[config.mk]
export PLATFORM = sky130hd
export DESIGN_NAME = signed_seq_divider
export DESIGN_NICKNAME = d
export VERILOG_FILES = /design/src/rtl/signed_seq_divider_pkg.sv /design/src/rtl/signed_seq_divider_div_restore_step.sv /design/src/rtl/signed_seq_divider.sv
export SDC_FILE = /design/constraint.sdc
export NUM_CORES = 1
export LEC_CHECK = 0
export CAP_MARGIN = 20
export CORE_ASPECT_RATIO = 0.8
export CORE_MARGIN = 4
export CORE_UTILIZATION = 55
export CTS_BUF_LIST = sky130_fd_sc_hd__clkbuf_4 sky130_fd_sc_hd__clkbuf_8
export DETAILED_ROUTE_END_ITERATION = 8
export PLACE_DENSITY_LB_ADDON = 0.12
export SETUP_SLACK_MARGIN = 0.2
export SYNTH_ARGS = -nofsm -noshare
export SYNTH_HDL_FRONTEND = slang
export SYNTH_SLANG_ARGS = --single-unit
export TNS_END_PERCENT = 100
[constraint.sdc]
create_clock -name clk -period 3.5 [get_ports clk]
set_input_delay 1.05 -clock clk [delete_from_list [all_inputs] [get_ports clk]]
set_output_delay 1.05 -clock clk [all_outputs]
set_load 0.02 [all_outputs]
[src/rtl/signed_seq_divider_pkg.sv]
// Shared definitions for the sequential signed divider.
package signed_seq_divider_pkg;

  localparam int unsigned BIT_WIDTH = 16;
  localparam int unsigned CNT_W     = $clog2(BIT_WIDTH + 1);

  typedef enum logic [1:0] {
    IDLE,
    CALC,
    FIX,
    DONE
  } state_t;

endpackage

[src/rtl/signed_seq_divider_div_restore_step.sv]
// One restoring-division step.
// The partial remainder is shifted left, and the next dividend bit is appended.
// The shifted value is then trial-subtracted against the divisor magnitude.
// The top bit of rem_in is always zero because R < |divisor| <= 2^(W-1).
module div_restore_step #(
  parameter int unsigned W = 16
) (
  input  logic [W:0]   rem_in,
  input  logic         next_bit,
  input  logic [W-1:0] dvsr_mag,
  output logic [W:0]   rem_out,
  output logic         q_bit
);

  logic [W+1:0] shifted;

  // Keep the trial difference when it is non-negative, otherwise restore.
  always_comb begin
    shifted = {rem_in, next_bit};
    q_bit   = (shifted >= {2'b00, dvsr_mag});
    rem_out = q_bit ? (W+1)'(shifted - {2'b00, dvsr_mag}) : (W+1)'(shifted);
  end

endmodule

[src/rtl/signed_seq_divider.sv]
// Multi-cycle signed integer divider with a start/done handshake.
// It runs a restoring radix-2 division on the operand magnitudes.
// Signs are corrected at the end, so the quotient truncates toward zero.
module signed_seq_divider #(
  parameter int unsigned BIT_WIDTH = signed_seq_divider_pkg::BIT_WIDTH
) (
  input  logic                 clk,
  input  logic                 rst_n,
  input  logic                 start,
  input  logic [BIT_WIDTH-1:0] dividend,
  input  logic [BIT_WIDTH-1:0] divisor,
  output logic                 busy,
  output logic                 done,
  output logic [BIT_WIDTH-1:0] quotient,
  output logic [BIT_WIDTH-1:0] remainder,
  output logic                 div_by_zero,
  output logic                 overflow
);

  import signed_seq_divider_pkg::*;

  localparam int unsigned CW = $clog2(BIT_WIDTH + 1);
  localparam logic [BIT_WIDTH-1:0] MIN_VAL = {1'b1, {(BIT_WIDTH-1){1'b0}}};

  state_t               state;
  logic [CW-1:0]        cnt;
  logic [BIT_WIDTH-1:0] shq;       // dividend bits shift out, quotient bits shift in
  logic [BIT_WIDTH-1:0] dvsr_mag;
  logic [BIT_WIDTH:0]   rem;
  logic [BIT_WIDTH:0]   rem_next;
  logic                 q_bit;
  logic                 sign_q;
  logic                 sign_r;

  function automatic logic [BIT_WIDTH-1:0] magnitude(input logic [BIT_WIDTH-1:0] v);
    return v[BIT_WIDTH-1] ? (~v + 1'b1) : v;
  endfunction

  div_restore_step #(.W(BIT_WIDTH)) u_step (
    .rem_in   (rem),
    .next_bit (shq[BIT_WIDTH-1]),
    .dvsr_mag (dvsr_mag),
    .rem_out  (rem_next),
    .q_bit    (q_bit)
  );

  // Control FSM, iteration datapath and registered result outputs.
  always_ff @(posedge clk or negedge rst_n) begin
    if (!rst_n) begin
      state       <= IDLE;
      cnt         <= '0;
      shq         <= '0;
      dvsr_mag    <= '0;
      rem         <= '0;
      sign_q      <= 1'b0;
      sign_r      <= 1'b0;
      busy        <= 1'b0;
      done        <= 1'b0;
      quotient    <= '0;
      remainder   <= '0;
      div_by_zero <= 1'b0;
      overflow    <= 1'b0;
    end else begin
      done <= 1'b0;
      unique case (state)
        IDLE: begin
          if (start) begin
            sign_q <= dividend[BIT_WIDTH-1] ^ divisor[BIT_WIDTH-1];
            sign_r <= dividend[BIT_WIDTH-1];
            if (divisor == '0) begin
              quotient    <= '1;
              remainder   <= dividend;
              div_by_zero <= 1'b1;
              overflow    <= 1'b0;
              done        <= 1'b1;
              state       <= DONE;
            end else if (dividend == MIN_VAL && divisor == '1) begin
              quotient    <= MIN_VAL;
              remainder   <= '0;
              div_by_zero <= 1'b0;
              overflow    <= 1'b1;
              done        <= 1'b1;
              state       <= DONE;
            end else begin
              shq      <= magnitude(dividend);
              dvsr_mag <= magnitude(divisor);
              rem      <= '0;
              cnt      <= CW'(BIT_WIDTH);
              busy     <= 1'b1;
              state    <= CALC;
            end
          end
        end
        CALC: begin
          shq <= {shq[BIT_WIDTH-2:0], q_bit};
          rem <= rem_next;
          cnt <= cnt - 1'b1;
          if (cnt == CW'(1)) begin
            state <= FIX;
          end
        end
        FIX: begin
          quotient    <= sign_q ? (~shq + 1'b1) : shq;
          remainder   <= sign_r ? (~rem[BIT_WIDTH-1:0] + 1'b1) : rem[BIT_WIDTH-1:0];
          div_by_zero <= 1'b0;
          overflow    <= 1'b0;
          busy        <= 1'b0;
          done        <= 1'b1;
          state       <= DONE;
        end
        DONE: begin
          state <= IDLE;
        end
        default: state <= IDLE;
      endcase
    end
  end

endmodule

==> metrics.md <==
| Metric | Value |
|---|---|
| Max Cap Viol | 0 |
| Busiest layer in global routing | met1 |
| Critical Path Fanout Max | 4 |
| GR Overflow Total | 0 |
| Starting Density | 0.565 |
| H-tree Lvls | 3 |
| Asr flop ratio synth | 1.00 |
| Layout cells sized above 1 | 0.152 |
| Final total power | 7430 uW |
| Number of global-route vias before repair | 5806 |
| Status | complete, no violations |
| Detail Placement HPWL | 14100 um |
| WL/cell | 18.9 um |
| Setup violators final | 0 |
| Synthesized area | 6530 um2 |
| Final WS setup | 152 ps |
| Area fraction of the dominant cell type after synthesis | 0.360 |
| Most frequent cell after synthesis | dfrtp_1 |
| Most frequent cells after synthesis | dfrtp_1, nand2_1, a21oi_1 |
| Largest net degree at the start of global routing | 55 |
| Worst Hold Class | reg -> reg |
| Rel. slew slack | 0.564 |
| FF-to-FF setup slack | 400 ps |
| Via density | between 6 and 7 |
| FF-to-FF End | rem[2]$_DFFE_PN0P_ |
| Inst Count DP | 981 |
| Max-slew violation count | 0 |
| Setup TNS Final | 0 ps |
| Post-synthesis sequential area ratio | 0.360 |
| Final wirelength | 19000 um |
| Root Buffer | clkbuf_8 |
| GRT Total Usage | 0.277 |
| Pre-antenna DRT Iters | 5 |
| Critical Path AT | 3610 ps |
| Unique cell type count in the Yosys netlist | 64 |
| # hold bufs at CTS | 0 |
| Number of synthesized flops with an enable pin | 0 |
| Gate Count Post-Synth | 747 |
| Syn_nets | around 800 |
| Cell area power density | 907 nW/um2 |
| Pre-CTS WS | -452 ps |
| TritonCTS Buffers | 9 |
| Drt drc | 0 |
| Clk_lat worst skew | 370 ps |
| Via count | ~6200 |
| Placer's final routability congestion estimate | between 0.9 and 1 |
| Synth Flop Type | dfrtp_1 |
| Most Frequent Cell on Critical Path | buf_6 |
| Worst Reg-to-Reg Cells | 11 |
| Synthesis warning total | 0 |
| Post-route ant nets | 0 |
| Final worst path period need | around 3300 ps |
| Die W | 130 um |
| Launching point of the worst reg2reg path | shq[15]$_DFFE_PN0P_ |
| First-pass GRT wire length | 30200 um |
| Min-delay src | dvsr_mag[11]$_DFFE_PN0P_ |
| Die height | 105 um |
| Hold-critical path endpoint | dvsr_mag[11]$_DFFE_PN0P_ |
| Fin crit share | 0.957 |
| Core Rows | 35 |
| Port Buf Inserts | 70 |
| Final net count | 916 |
| Slowest-stage cell, CP | or4_4 |
| Synthesis-stage register bit count | 94 |
| CP Capture Type | register |
| Grt met2 use | 0.400 |
| Area growth syn-to-layout | 25.5% |
| Hold Vio Cnt, Final | 0 |
| Slowest Stage Delay on Critical Path | 590 ps |
| Standby leakage power | approximately 0.0036 uW |
| Core Area | between 10000 and 15000 um2 |
| CP required | 3760 ps |
| Skew final | 6.70 ps |
| GRT met3 Usage | 0.0572 |
| CTS tree | built |
| RSZ-0062 raised after global routing | no |
| Hold Path Depth | 2 |
| Syn_area_per_cell | between 8 and 9 um2 |
| Peak supply drop | roughly 0.00054 V |
| CP Cell Sequence | clkdlybuf4s50_1, nand4_1, or4_4, or3_4, buf_6, a31oi_4, buf_6, nor3_1, a221o_1 |
| Clk buf depth | 2 |
| Final Non-Filler Cells | 1006 |
| Die area | 13700 um2 |
| Hold slack | 490 ps |
| Clk pin slew, worst setup/hold paths | 90 ps |
| Leading area contributor after synthesis | dfrtp_1 |
| Ant diodes | 0 |
| IO Pins | 71 |
| Largest cells by area after synthesis | dfrtp_1, xnor2_1, a21oi_1 |
| Critical Path Start Type | primary input |
| Worst Tran Pin Value | 646 ps |
| CP Class | in -> reg |
| Starting DRT DRC Count | 632 |
| CTS Sinks | 94 |
| Fmax | 299 MHz |
| GRT met1 Usage | 0.425 |
| Initial antenna violation count | 0 |
-- how the worst max path moves through the flow --
stage                 from                 endpoint  slack [ps]  depth (start not counted)
6_report       divisor[13]       rem[0]$_DFFE_PN0P_         150                          9
5_1_grt        divisor[13]       rem[0]$_DFFE_PN0P_         160                          9
4_1_cts        divisor[13]  quotient[2]$_DFFE_PN0P_         210                          7
3_5_place_dp   dividend[1]      rem[16]$_DFFE_PN0P_        -450                         10
3_3_place_gp   dividend[1]      rem[16]$_DFFE_PN0P_        -390                         10
2_1_floorplan  dividend[1]  quotient[4]$_DFFE_PN0P_          70                         10
-- kinds of logic (layout without fill, tap and decap cells) --
family	Yosys count	after routing	share of synthesized area
fa+ha+maj	28	28	0.0548
buf+inv	83	194	0.0575
flops	94	94	0.360
mux	34	34	0.0565
simple gates	212	212	0.155
compound gates	231	231	0.229
xor+xnor	65	65	0.0872
-- timing repair --
item	CTS	global route
pin swaps	7	9
endpoints found under the setup margin	86	56
gates resized for setup	30	20
setup buffers	2	4
gates cloned	1	2
-- layer usage --
layer,wire length (um),vias to the layer above
met2,8140,261
li1,-,2918
met3,1470,35
met5,0,-
met1,8990,3034
met4,384,0
-- worst max-delay path: cells and delay by family --
| kind | cells | cell delay [ps] |
|---|---|---|
| AND/OR/NAND/NOR | 4 | 1180 |
| buffers and inverters | 3 | 800 |
| AO/OA/AOI/OAI | 2 | 580 |
-- stage by stage --
step | utilization | cell area, um2
floorplan | - | 6630
global placement | 0.675 | 7810
finish | 0.709 | 8190
global route | 0.709 | 8190
CTS | 0.698 | 8060
detailed placement | 0.675 | 7810
-- cell usage in the layout (no fill, tap or decap), types with 5 or more instances in the layout --
master	Yosys	routed
a21oi_2	0	12
nand3_1	12	12
dlygate4sd2_1	0	6
ha_1	27	26
nand2b_1	6	6
clkdlybuf4s50_1	0	53
mux2_2	7	6
nand4_1	9	9
a211oi_1	6	6
and3_1	6	5
nand2_1	75	75
buf_12	0	8
dfrtp_1	94	94
buf_4	2	54
xnor2_1	42	42
inv_1	38	36
clkbuf_8	0	9
o21ai_0	60	60
or4_1	10	9
xor2_1	23	23
mux2i_1	23	23
a21o_1	10	10
mux2_4	4	5
a21oi_1	68	56
nor2_1	59	59
a22oi_1	15	15
o41ai_1	8	8
o31ai_1	25	25
buf_6	5	6
nor3_1	7	7
-- power breakdown --
| group | switching, uW | total, uW | leakage, uW | internal [uW] |
|---|---|---|---|---|
| Combinational | 2590 | 4690 | 0.00233 | 2100 |
| Sequential | 449 | 1990 | 0.00117 | 1540 |
| Clock | 416 | 749 | 0.0000996 | 333 |
| Total | 3450 | 7430 | 0.00360 | 3980 |
-- registers in the layout, summed over array words and instances (netlist names) --
name,cells
dvsr_mag,16
cnt,5
done,1
quotient,16
rem,17
state,2
sign_q,1
overflow,1
shq,16
div_by_zero,1
sign_r,1
remainder,16
busy,1
-- area by class of cell --
class | count | area [um2]
repair buffers | 139 | 1380
fillers | 936 | 3370
multi-input cells | 570 | 3910
clock buffers | 9 | 124
clock inverters | 7 | 73.8
inverters | 39 | 166
well taps | 148 | 185
flip-flops and latches | 94 | 2350
(Power assumes the default switching activity.)
